<file path="config.mk">
export PLATFORM = sky130hd
export DESIGN_NAME = hazard_scoreboard_ctrl_flat
export DESIGN_NICKNAME = d
export VERILOG_FILES = /design/src/rtl/hazard_scoreboard_ctrl_pkg.sv /design/src/rtl/hazard_scoreboard_ctrl_if.sv /design/src/rtl/hazard_scoreboard_ctrl_cmp.sv /design/src/rtl/hazard_scoreboard_ctrl.sv /design/src/flat_wrapper.sv
export SDC_FILE = /design/constraint.sdc
export NUM_CORES = 1
export LEC_CHECK = 0
export ABC_CLOCK_PERIOD_IN_PS = 3030
export CORE_ASPECT_RATIO = 0.8
export CORE_MARGIN = 5
export CORE_UTILIZATION = 28
export CTS_BUF_LIST = sky130_fd_sc_hd__clkbuf_8 sky130_fd_sc_hd__clkbuf_16
export DETAILED_ROUTE_END_ITERATION = 8
export PLACE_DENSITY = 0.58
export SKIP_LAST_GASP = 1
export SYNTH_ARGS = -nofsm -noshare
export SYNTH_HDL_FRONTEND = slang
export SYNTH_SLANG_ARGS = --single-unit
</file>
<file path="constraint.sdc">
create_clock -name clk -period 3.03 [get_ports clk]
set_input_delay 0.303 -clock clk [delete_from_list [all_inputs] [get_ports clk]]
set_output_delay 0.303 -clock clk [all_outputs]
set_load 0.02 [all_outputs]
</file>
<file path="src/rtl/hazard_scoreboard_ctrl_pkg.sv">
// Shared types for the ID-stage hazard scoreboard.
// Entry layout, forwarding-mode constants and control-mode encoding.
package hazard_pkg;

    localparam int DEF_REG_ADDR_W = 5;
    // Entries hold dest zero-extended so one struct serves any address width
    localparam int SB_DEST_W = 8;

    localparam int FWD_NONE = 0;
    localparam int FWD_FULL = 1;

    typedef struct packed {
        logic                 v;
        logic [SB_DEST_W-1:0] dest;
        logic                 ld;
    } sb_entry_t;

    typedef enum logic [1:0] {
        CTL_RUN,
        CTL_STALL,
        CTL_SQUASH,
        CTL_FREEZE
    } ctl_mode_e;

    function automatic sb_entry_t sb_bubble();
        return '0;
    endfunction

endpackage

</file>
<file path="src/rtl/hazard_scoreboard_ctrl_if.sv">
// ID-stage bundle between the decode pipeline and the hazard scoreboard.
// master = pipeline side, slave = hazard controller.
interface hazard_scoreboard_ctrl_if #(
    parameter int REG_ADDR_W = 5,
    parameter int CNT_W      = 16
);
    logic                  id_valid;
    logic [REG_ADDR_W-1:0] id_rs;
    logic [REG_ADDR_W-1:0] id_rt;
    logic                  id_uses_rs;
    logic                  id_uses_rt;
    logic                  id_regwrite;
    logic                  id_memread;
    logic [REG_ADDR_W-1:0] id_dest;
    logic                  flush;
    logic                  mem_stall;
    logic                  cnt_clear;
    logic                  pc_write;
    logic                  ifid_write;
    logic                  hazard_mux;
    logic [CNT_W-1:0]      stall_cnt;

    modport master (
        output id_valid, id_rs, id_rt, id_uses_rs, id_uses_rt,
        output id_regwrite, id_memread, id_dest,
        output flush, mem_stall, cnt_clear,
        input  pc_write, ifid_write, hazard_mux, stall_cnt
    );

    modport slave (
        input  id_valid, id_rs, id_rt, id_uses_rs, id_uses_rt,
        input  id_regwrite, id_memread, id_dest,
        input  flush, mem_stall, cnt_clear,
        output pc_write, ifid_write, hazard_mux, stall_cnt
    );

endinterface

</file>
<file path="src/rtl/hazard_scoreboard_ctrl_cmp.sv">
// Compares the ID instruction's sources against one scoreboard entry.
// match = any RAW dependency; load_match = dependency on a load.
module hazard_sb_entry_cmp
    import hazard_pkg::*;
#(
    parameter int REG_ADDR_W = DEF_REG_ADDR_W
) (
    input  sb_entry_t             entry,
    input  logic                  id_valid,
    input  logic                  id_uses_rs,
    input  logic                  id_uses_rt,
    input  logic [REG_ADDR_W-1:0] id_rs,
    input  logic [REG_ADDR_W-1:0] id_rt,
    output logic                  match,
    output logic                  load_match
);

    logic rs_hit;
    logic rt_hit;
    logic live;

    assign rs_hit = id_uses_rs && (entry.dest == SB_DEST_W'(id_rs));
    assign rt_hit = id_uses_rt && (entry.dest == SB_DEST_W'(id_rt));

    // r0 is hard-wired zero, so a write to it is never a dependency
    assign live = entry.v && (entry.dest != '0) && id_valid;

    assign match      = live && (rs_hit || rt_hit);
    assign load_match = match && entry.ld;

endmodule

</file>
<file path="src/rtl/hazard_scoreboard_ctrl.sv">
// ID-stage hazard controller with an in-flight destination scoreboard.
// Drives PC / IF-ID freeze and bubble injection, counts stall cycles.
module hazard_scoreboard_ctrl
    import hazard_pkg::*;
#(
    parameter int REG_ADDR_W    = DEF_REG_ADDR_W,
    parameter int NUM_STAGES    = 2,
    parameter int FWD_MODE      = FWD_NONE,
    parameter int LOAD_USE_DIST = 1,
    parameter int CNT_W         = 16
) (
    input logic                     clk,
    input logic                     rst_n,
    hazard_scoreboard_ctrl_if.slave hif
);

    if (NUM_STAGES < 1 || NUM_STAGES > 6) begin : g_bad_stages
        $error("NUM_STAGES must be 1..6");
    end
    if (LOAD_USE_DIST < 1 || LOAD_USE_DIST > NUM_STAGES) begin : g_bad_dist
        $error("LOAD_USE_DIST must be 1..NUM_STAGES");
    end
    if (REG_ADDR_W > SB_DEST_W) begin : g_bad_width
        $error("REG_ADDR_W exceeds scoreboard dest width");
    end

    sb_entry_t             sb_q [NUM_STAGES];
    sb_entry_t             sb_new;
    logic [NUM_STAGES-1:0] match;
    logic [NUM_STAGES-1:0] load_match;
    logic                  hazard;
    ctl_mode_e             mode;
    logic [CNT_W-1:0]      cnt_q;

    for (genvar k = 0; k < NUM_STAGES; k++) begin : g_cmp
        hazard_sb_entry_cmp #(
            .REG_ADDR_W (REG_ADDR_W)
        ) u_cmp (
            .entry      (sb_q[k]),
            .id_valid   (hif.id_valid),
            .id_uses_rs (hif.id_uses_rs),
            .id_uses_rt (hif.id_uses_rt),
            .id_rs      (hif.id_rs),
            .id_rt      (hif.id_rt),
            .match      (match[k]),
            .load_match (load_match[k])
        );
    end

    // With forwarding only a load still too young to forward can stall
    always_comb begin
        hazard = 1'b0;
        for (int k = 0; k < NUM_STAGES; k++) begin
            if (FWD_MODE == FWD_NONE) begin
                hazard = hazard | match[k];
            end else if (k < LOAD_USE_DIST) begin
                hazard = hazard | load_match[k];
            end
        end
    end

    always_comb begin
        mode = CTL_RUN;
        if (hif.mem_stall) begin
            mode = CTL_FREEZE;
        end else if (hif.flush) begin
            mode = CTL_SQUASH;
        end else if (hazard) begin
            mode = CTL_STALL;
        end
    end

    always_comb begin
        hif.pc_write   = 1'b1;
        hif.ifid_write = 1'b1;
        hif.hazard_mux = 1'b0;
        unique case (mode)
            CTL_FREEZE: begin
                hif.pc_write   = 1'b0;
                hif.ifid_write = 1'b0;
            end
            CTL_SQUASH: begin
                hif.hazard_mux = 1'b1;
            end
            CTL_STALL: begin
                hif.pc_write   = 1'b0;
                hif.ifid_write = 1'b0;
                hif.hazard_mux = 1'b1;
            end
            default: begin
            end
        endcase
    end

    always_comb begin
        sb_new      = sb_bubble();
        sb_new.v    = hif.id_valid && hif.id_regwrite && (mode == CTL_RUN);
        sb_new.dest = SB_DEST_W'(hif.id_dest);
        sb_new.ld   = hif.id_memread;
    end

    always_ff @(posedge clk or negedge rst_n) begin
        if (!rst_n) begin
            for (int k = 0; k < NUM_STAGES; k++) begin
                sb_q[k] <= sb_bubble();
            end
        end else if (!hif.mem_stall) begin
            sb_q[0] <= sb_new;
            for (int k = 1; k < NUM_STAGES; k++) begin
                sb_q[k] <= sb_q[k-1];
            end
        end
    end

    always_ff @(posedge clk or negedge rst_n) begin
        if (!rst_n) begin
            cnt_q <= '0;
        end else if (hif.cnt_clear) begin
            cnt_q <= '0;
        end else if (mode == CTL_STALL && cnt_q != '1) begin
            cnt_q <= cnt_q + 1'b1;
        end
    end

    assign hif.stall_cnt = cnt_q;

endmodule

</file>
<file path="src/flat_wrapper.sv">
// flat-port wrapper written by rule: the top's interface ports become plain ports
module hazard_scoreboard_ctrl_flat import hazard_pkg::*;
#(
    parameter int REG_ADDR_W    = DEF_REG_ADDR_W,
    parameter int NUM_STAGES    = 2,
    parameter int FWD_MODE      = FWD_NONE,
    parameter int LOAD_USE_DIST = 1,
    parameter int CNT_W         = 16
)
  (clk, rst_n, hif_id_valid, hif_id_rs, hif_id_rt, hif_id_uses_rs, hif_id_uses_rt, hif_id_regwrite, hif_id_memread, hif_id_dest, hif_flush, hif_mem_stall, hif_cnt_clear, hif_pc_write, hif_ifid_write, hif_hazard_mux, hif_stall_cnt);
  hazard_scoreboard_ctrl_if #(.REG_ADDR_W(REG_ADDR_W), .CNT_W(CNT_W)) hif_i ();
  input logic clk;
  input logic rst_n;
  input wire logic [$bits(hif_i.id_valid)-1:0] hif_id_valid;
  input wire logic [$bits(hif_i.id_rs)-1:0] hif_id_rs;
  input wire logic [$bits(hif_i.id_rt)-1:0] hif_id_rt;
  input wire logic [$bits(hif_i.id_uses_rs)-1:0] hif_id_uses_rs;
  input wire logic [$bits(hif_i.id_uses_rt)-1:0] hif_id_uses_rt;
  input wire logic [$bits(hif_i.id_regwrite)-1:0] hif_id_regwrite;
  input wire logic [$bits(hif_i.id_memread)-1:0] hif_id_memread;
  input wire logic [$bits(hif_i.id_dest)-1:0] hif_id_dest;
  input wire logic [$bits(hif_i.flush)-1:0] hif_flush;
  input wire logic [$bits(hif_i.mem_stall)-1:0] hif_mem_stall;
  input wire logic [$bits(hif_i.cnt_clear)-1:0] hif_cnt_clear;
  output wire logic [$bits(hif_i.pc_write)-1:0] hif_pc_write;
  output wire logic [$bits(hif_i.ifid_write)-1:0] hif_ifid_write;
  output wire logic [$bits(hif_i.hazard_mux)-1:0] hif_hazard_mux;
  output wire logic [$bits(hif_i.stall_cnt)-1:0] hif_stall_cnt;
  assign hif_i.id_valid = hif_id_valid;
  assign hif_i.id_rs = hif_id_rs;
  assign hif_i.id_rt = hif_id_rt;
  assign hif_i.id_uses_rs = hif_id_uses_rs;
  assign hif_i.id_uses_rt = hif_id_uses_rt;
  assign hif_i.id_regwrite = hif_id_regwrite;
  assign hif_i.id_memread = hif_id_memread;
  assign hif_i.id_dest = hif_id_dest;
  assign hif_i.flush = hif_flush;
  assign hif_i.mem_stall = hif_mem_stall;
  assign hif_i.cnt_clear = hif_cnt_clear;
  assign hif_pc_write = hif_i.pc_write;
  assign hif_ifid_write = hif_i.ifid_write;
  assign hif_hazard_mux = hif_i.hazard_mux;
  assign hif_stall_cnt = hif_i.stall_cnt;
  hazard_scoreboard_ctrl #(.REG_ADDR_W(REG_ADDR_W), .NUM_STAGES(NUM_STAGES), .FWD_MODE(FWD_MODE), .LOAD_USE_DIST(LOAD_USE_DIST), .CNT_W(CNT_W)) u_core (.clk(clk), .rst_n(rst_n), .hif(hif_i));
endmodule
</file>
# Word-level counts from Yosys, hierarchy flattened
# Cells that the tools add are included.
word_totals:
  register_bits: 28
  in_bits: 25
  word_cells: 43
op_classes:
  add_sub_neg: 1
  eq_ne: 8
  n_mux: 7
  bitwise_logic: 1
  n_reduce_logical: 21
ops:
  columns: ["operator", "count"]
  rows:
  - ["16-bit two-way mux", 2]
  - ["5-bit equality test", 4]
  - ["16-bit by 1-bit adder with 16-bit output, second input constant", 1]
  - ["16-bit inequality test, second input constant", 1]
  - ["8-bit nonzero test", 2]
  - ["1-bit logical AND", 13]
  - ["2-bit equality test, second input constant", 2]
  - ["2-bit two-way mux", 2]
  - ["2-bit OR reduction", 2]
  - ["1-bit two-way mux", 3]
  - ["2-bit by 1-bit equality test with 1-bit output, second input constant", 1]
  - ["2-bit zero test", 1]
  - ["1-bit logical OR", 2]
  - ["2-bit nonzero test", 1]
  - ["1-bit OR", 1]

# Longest topological paths before layout
# Gate-level depths: netlist of the first run.
logic_depth:
  word_depth: 12
  depth_mapped: 9
  ltp_nobuf: 9

# By module
# A second synthesis of the first run with hierarchy kept.
hier_totals:
  hier_cells: 187
  area_unflattened_um2: 1861.8
modules_own_cells:
  columns: ["module", "instances", "cells_per_inst", "area_each_um2", "seq_area_each_um2"]
  rows:
  - ["hazard_scoreboard_ctrl", 1, 145, 1534.0, 750.7]
  - ["hazard_sb_entry_cmp", 2, 21, 163.9, 0.0]

# Least setup slack after synthesis of the first run
# No wires, ideal clock.
synth_timing:
  kind: "register to register"
  start: "register u_core.sb_q[12] in the netlist's numbering"
  end: "register u_core.cnt_q[13], in the netlist u_core.hif.stall_cnt[13]"
  arrival_time_ps: 2271
  path_slack_ps: 681
  stages_incl_launch_ff: 10
  path_buffers: 0
  path_cell_list: "dfrtp_1 xnor2_1 nand4_1 o22ai_1 a221o_1 ha_1 and3_4 nand4_4 or4_1 a21oi_1"
synth_via:
  elab_chain_len: 11
  word_cells_on_any_way: 16
  classes_between: "3 x eq/ne; 3 x mux; 1 x bitwise; 9 x reduce/logical"
synth_rtl:
  columns: ["item", "line", "source"]
  rows:
  - ["start: declaration", "hazard_scoreboard_ctrl.sv:27", "sb_entry_t sb_q [NUM_STAGES];"]
  - ["start signal: indexed assignment", "hazard_scoreboard_ctrl.sv:105", "sb_q[k] <= sb_bubble();"]
  - ["start signal: indexed assignment", "hazard_scoreboard_ctrl.sv:110", "sb_q[k] <= sb_q[k-1];"]
  - ["5-bit equality test, or another cell as far along", "hazard_scoreboard_ctrl_cmp.sv:22", "assign rs_hit = id_uses_rs && (entry.dest == SB_DEST_W'(id_rs));"]
  - ["1-bit logical AND (on tied branches)", "hazard_scoreboard_ctrl_cmp.sv:22, hazard_scoreboard_ctrl_cmp.sv:23, hazard_scoreboard_ctrl_cmp.sv:26", null]
  - ["1-bit logical OR / 1-bit logical AND (equally long branches)", "hazard_scoreboard_ctrl_cmp.sv:28, hazard_scoreboard_ctrl_cmp.sv:26", null]
  - ["1-bit logical AND *", "hazard_scoreboard_ctrl_cmp.sv:28", "assign match = live && (rs_hit || rt_hit);"]
  - ["1-bit OR *", "hazard_scoreboard_ctrl.sv:55", "hazard = hazard | match[k];"]
  - ["1-bit two-way mux *", "hazard_scoreboard_ctrl.sv:68", "end else if (hazard) begin"]
  - ["2-bit two-way mux *", "hazard_scoreboard_ctrl.sv:66", "end else if (hif.flush) begin"]
  - ["2-bit two-way mux *", "hazard_scoreboard_ctrl.sv:64", "if (hif.mem_stall) begin"]
  - ["2-bit by 1-bit equality test with 1-bit output *", "hazard_scoreboard_ctrl.sv:120", "end else if (mode == CTL_STALL && cnt_q != '1) begin"]
  - ["1-bit logical AND *", "hazard_scoreboard_ctrl.sv:120", null]
  - ["2-bit nonzero test (no source line) *", null, null]
  - ["end signal: assignment", "hazard_scoreboard_ctrl.sv:121", "cnt_q <= cnt_q + 1'b1;"]
  - ["end: declaration", "hazard_scoreboard_ctrl.sv:33", "logic [CNT_W-1:0] cnt_q;"]
# Every way passes the cells marked *; elsewhere a longest branch is shown, timed or not.
# A chain may end at the register's enable or synchronous reset.

# Final worst setup path of the first run
layout_timing:
  start: "input hif_id_rt[1]"
  end: "output hif_hazard_mux"
layout_via:
  elab_chain_len: 11
  word_cells_on_any_way: 16
  classes_between: "4 x eq/ne; 4 x mux; 1 x bitwise; 7 x reduce/logical"
layout_rtl:
  columns: ["item", "line", "source"]
  rows:
  - ["start: declaration", "flat_wrapper.sv:16", "input wire logic [$bits(hif_i.id_rt)-1:0] hif_id_rt;"]
  - ["5-bit equality test", "hazard_scoreboard_ctrl_cmp.sv:23", "assign rt_hit = id_uses_rt && (entry.dest == SB_DEST_W'(id_rt));"]
  - ["1-bit logical AND", "hazard_scoreboard_ctrl_cmp.sv:23", null]
  - ["1-bit logical OR", "hazard_scoreboard_ctrl_cmp.sv:28", null]
  - ["1-bit logical AND", "hazard_scoreboard_ctrl_cmp.sv:28", null]
  - ["1-bit OR *", "hazard_scoreboard_ctrl.sv:55", null]
  - ["1-bit two-way mux *", "hazard_scoreboard_ctrl.sv:68", null]
  - ["2-bit two-way mux *", "hazard_scoreboard_ctrl.sv:66", null]
  - ["2-bit two-way mux *", "hazard_scoreboard_ctrl.sv:64", null]
  - ["2-bit equality test / 2-bit by 1-bit equality test with 1-bit output (equally long branches)", "hazard_scoreboard_ctrl.sv:77", "unique case (mode)"]
  - ["2-bit OR reduction (no source line) *", null, null]
  - ["1-bit two-way mux *", "hazard_scoreboard_ctrl.sv:77", null]
  - ["end: declaration", "flat_wrapper.sv:27", "output wire logic [$bits(hif_i.hazard_mux)-1:0] hif_hazard_mux;"]
# Marked as above.

==> results, run 1 <==
- In this run the mean area of a mapped cell was approximately 10 sq um.
- The initial antenna violation count is 0.
- The prevailing post-synth register cell is sky130_fd_sc_hd__dfrtp_1.
- The number of I/O port buffers is 42.
- The CTS buffer count is 3.
- The number of setup buffers added after CTS is 0.
- Max-cap violations in this run came to 0.
- For this run, the top clock speed supported by timing is 0.3570 GHz.
- Setup violations remaining at the end of the flow were counted as 0.
- In the routed layout, each cell is associated on average with a via count of between 4 and 5.
- After clock tree synthesis, the clock-pin slew on the worst setup and hold paths is 0.10 ns.
- The share of synthesized area in the top cell type comes to 0.4064.
- Summed over all instances, the cell type with the most area after synthesis is sky130_fd_sc_hd__dfrtp_1.
- The power density over cell area is 375.9 nW/um^2.
- The number of placement rows is 25.
- For the pin with the worst max-slew slack, the measured transition is 0.7379 ns.
- The worst pin sits at a relative slew slack of 0.5065.
- The critical path class is input port to primary output.
- The detail route stage leaves a number of antenna-violating nets equal to 0.
- The count of unresolved DRC violations after routing is 0.
- The first global-routing pass estimated 7.058 mm of wire.
- In this run the clock root is driven by a sky130_fd_sc_hd__clkbuf_8.
- The filler cell count is 608.
- For this block, the routed nets add up to 4.168 mm of wire.
- The final max-slew violation count is 0.
- The arrival time at the worst endpoint is between 2 and 3 ns.
- After layout, the minimum clock period comes to between 2 and 3 ns.
- The multi-input combinational cells in the finished layout cover a total of 977.2 sq um.
- Along the worst path, the maximum fanout reaches 3.
- In the final layout, the share of cells above drive strength 1 is 0.1302.
- The clock skew is 0.003096 ns.
- The estimated wirelength of the detail-placed design is 3.087 mm.
- The hold violation count in the final report is 0.
- The placeable core region is 5943 sq um.
- For this block, the via count after detailed routing is ~1,400.
- The proportion of total power due to net switching is 0.2408.
- The detail-routed net length per standard cell is 14.08 microns.
- The switching power is roughly 210 uW.
- The combinational power share is 0.171.
- Final hold analysis gives a worst-case slack of 0.3981 ns.
- Of the total power, registers draw 0.486.
- Counting every sink on the clock net gives 28.
- Counting flops with a built-in enable in the synthesized netlist gives 0.
- The tightest min-delay check is of the input port to async pin type.
- The number of gates resized after CTS was 0.
- Of the total power, the clock network draws 0.343.
- The number of synthesized register bits is 28.
- 44 I/O pins were placed.
- Setup repair after global routing left no endpoint under its margin.
- For this run, the total global-route usage over all layers was measured as 0.1093.
- The net count reported at finish is approximately 240.
- Routability-driven placement finished with a final weighted congestion of 0.7182.
- The total standard cell area after synthesis is 1724 sq um.
- Cell internal power was estimated by the tool at 656.7 uW.
- In the synthesized netlist, the number of instances is roughly 170.
- The flow ran to the end, and the final reports show no timing, DRC or antenna violations.
- TritonCTS built the clock tree.
- The total of warnings raised by yosys is 0.
- For this run, asynchronously set or reset flops after synthesis account for 1.000.
- The worst-skew pair later-pin latency is 0.27 ns.
- The number of buffers inserted for hold repair after clock tree synthesis is 0.
- Measured along the y axis, the die boundary spans 80.19 microns.
- The initial core utilization is 0.2901.
- Entering global routing, the biggest net connects 29 pins.
- The die covers 7837 sq um.
- Of the synthesized area, sequential elements account for 0.4064.
- For this run, the detailed router's first-pass iteration total came to 4.
- The DRC violation total after the first TritonRoute iteration is 65.
- The total overflow left after global routing is 0.
- VDD sags by at most 0.1642 mV.
- Ranked by total cell area, the synthesized netlist is headed by sky130_fd_sc_hd__dfrtp_1 (41%), sky130_fd_sc_hd__xnor2_1 (10%), sky130_fd_sc_hd__mux2_2 (9.1%).
- The instance count after placement with tap cells included is about 300.
- Adding up every negative setup slack in the final design gives 0 ns.
- The most instantiated library cell after synthesis is sky130_fd_sc_hd__dfrtp_1.
- The area taken by flip-flops and latches is 700.7 sq um.
- Excluding fillers, the count of instances in the completed layout stands at 296.
- The number of global-route vias before repair is 1,400.
- The number of nets handed over by synthesis was around 200.
- Counting distinct cell types in the post-synthesis netlist gives 36.
- The synthesis-to-finish area growth is 33.45%.
- Ranked by instance count, the synthesized netlist is headed by sky130_fd_sc_hd__dfrtp_1 (28), sky130_fd_sc_hd__xnor2_1 (20), sky130_fd_sc_hd__nand2_1 (16).
- The period utilization is 0.9245.
- The maximum root-to-sink buffer count is 2.
- The worst setup path is captured at a primary output.
- In this run the number of H-tree levels came out at 1.
- The power consumption is 865.0 uW.
- STA classifies the critical path startpoint as an input port.
- The antenna diode count is 0.
- The width of the die is 97.74 microns.
- For this design the static power due to leakage is 0.0008953 uW.
- The worst endpoint required time is 2.73 ns.
==> flip-flops by register name, summed over array words and instances, names as in the netlist <==
| signal | count |
|---|---|
| u_core.sb_q | 12 |
| u_core.hif.stall_cnt | 16 |
==> kinds of logic (layout without fill, tap and decap cells) <==
logic type | after synthesis | after routing | synth area share
compound gates | 32 | 32 | 0.1205
mux | 17 | 17 | 0.1103
fa+ha+maj | 3 | 3 | 0.02177
simple gates | 64 | 64 | 0.2126
xor+xnor | 20 | 20 | 0.1016
flops | 28 | 28 | 0.4064
buf+inv | 9 | 51 | 0.02685
==> path summary, 6_finish.rpt <==
path                                 start                  endpoint  slack [ns]  cells after the start
setup / recovery              hif_id_rt[1]            hif_hazard_mux        0.23                      7
hold / removal                       rst_n           u_core.sb_q[12]        0.40                      2
setup reg to reg           u_core.sb_q[12]  u_core.hif.stall_cnt[13]        0.43                      9
hold reg to reg             u_core.sb_q[9]            u_core.sb_q[9]        0.52                      1
max in group asynchronous            rst_n   u_core.hif.stall_cnt[3]        2.36                      2
min in group clk            u_core.sb_q[9]            u_core.sb_q[9]        0.52                      1
==> power by group through the flow <==
stage,clock network [uW],logic [uW],registers [uW]
floorplan,0,86.8,421
global placement,0,147,428
detailed placement,0,149,428
CTS,307,150,421
global route,323,163,424
finish,297,148,420
==> placed cells by master (no fill, tap or decap), types with 2 or more instances in the layout <==
| cell type | n |
|---|---|
| sky130_fd_sc_hd__ha_1 | 3 |
| sky130_fd_sc_hd__xnor2_1 | 20 |
| sky130_fd_sc_hd__mux2_1 | 2 |
| sky130_fd_sc_hd__or3_1 | 4 |
| sky130_fd_sc_hd__inv_1 | 2 |
| sky130_fd_sc_hd__o21ai_0 | 5 |
| sky130_fd_sc_hd__clkdlybuf4s50_1 | 42 |
| sky130_fd_sc_hd__and4_1 | 3 |
| sky130_fd_sc_hd__mux2_2 | 14 |
| sky130_fd_sc_hd__clkbuf_8 | 3 |
| sky130_fd_sc_hd__o41ai_1 | 2 |
| sky130_fd_sc_hd__buf_4 | 3 |
| sky130_fd_sc_hd__and3_4 | 2 |
| sky130_fd_sc_hd__nor2b_1 | 6 |
| sky130_fd_sc_hd__nand4_1 | 8 |
| sky130_fd_sc_hd__o22ai_1 | 2 |
| sky130_fd_sc_hd__nand3_1 | 4 |
| sky130_fd_sc_hd__o311ai_0 | 2 |
| sky130_fd_sc_hd__and3_1 | 2 |
| sky130_fd_sc_hd__and3_2 | 2 |
| sky130_fd_sc_hd__dfrtp_1 | 28 |
| sky130_fd_sc_hd__nor3_1 | 3 |
| sky130_fd_sc_hd__or4_1 | 2 |
| sky130_fd_sc_hd__o31ai_1 | 3 |
| sky130_fd_sc_hd__nor2_1 | 9 |
| sky130_fd_sc_hd__a21oi_1 | 13 |
| sky130_fd_sc_hd__nand2_1 | 16 |
| sky130_fd_sc_hd__a221oi_1 | 2 |
==> final cells by class <==
type	instances	area share
timing repair buffer	45	0.1925
clock inverter	1	0.01305
tap	81	0.04405
multi-input combinational	136	0.4247
clock buffer	3	0.01794
sequential	28	0.3045
inverter	2	0.003263
==> metrics by stage <==
stage               worst slack [ns]  utilization  instance area, sq um
detailed placement           0.09749       0.3752                  2230
global placement              0.1341       0.3752                  2230
finish                        0.2289       0.3872                  2301
CTS                           0.2437       0.3872                  2301
floorplan                     0.6807            -                  1724
global route                  0.1447       0.3872                  2301
==> worst max-delay path, stage by stage <==
cell and delay, ns:
sky130_fd_sc_hd__clkdlybuf4s50_1 0.46, sky130_fd_sc_hd__xnor2_1 0.22, sky130_fd_sc_hd__nand4_1 0.13, sky130_fd_sc_hd__o22ai_1 0.33
sky130_fd_sc_hd__a221oi_1 0.15, sky130_fd_sc_hd__ha_1 0.31, sky130_fd_sc_hd__clkdlybuf4s50_1 0.60
==> metal layers <==
metal	wire length [microns]	GRT usage
met2	1912	0.1758
met5	0	0
met4	27	0.03320
met3	127	0.01997
met1	2101	0.1494
(Power assumes the default switching activity.)
==> run 2: changes to the inputs <==
--- a/config.mk
+++ b/config.mk
@@ -10,9 +10,11 @@
 export CORE_MARGIN = 5
 export CORE_UTILIZATION = 28
 export CTS_BUF_LIST = sky130_fd_sc_hd__clkbuf_8 sky130_fd_sc_hd__clkbuf_16
+export CTS_CLUSTER_DIAMETER = 50
 export DETAILED_ROUTE_END_ITERATION = 8
 export PLACE_DENSITY = 0.58
 export SKIP_LAST_GASP = 1
 export SYNTH_ARGS = -nofsm -noshare
 export SYNTH_HDL_FRONTEND = slang
 export SYNTH_SLANG_ARGS = --single-unit
+export TNS_END_PERCENT = 20
==> results of run 2 <==
Final layout, timing and power as in run 1 (identical DEF).
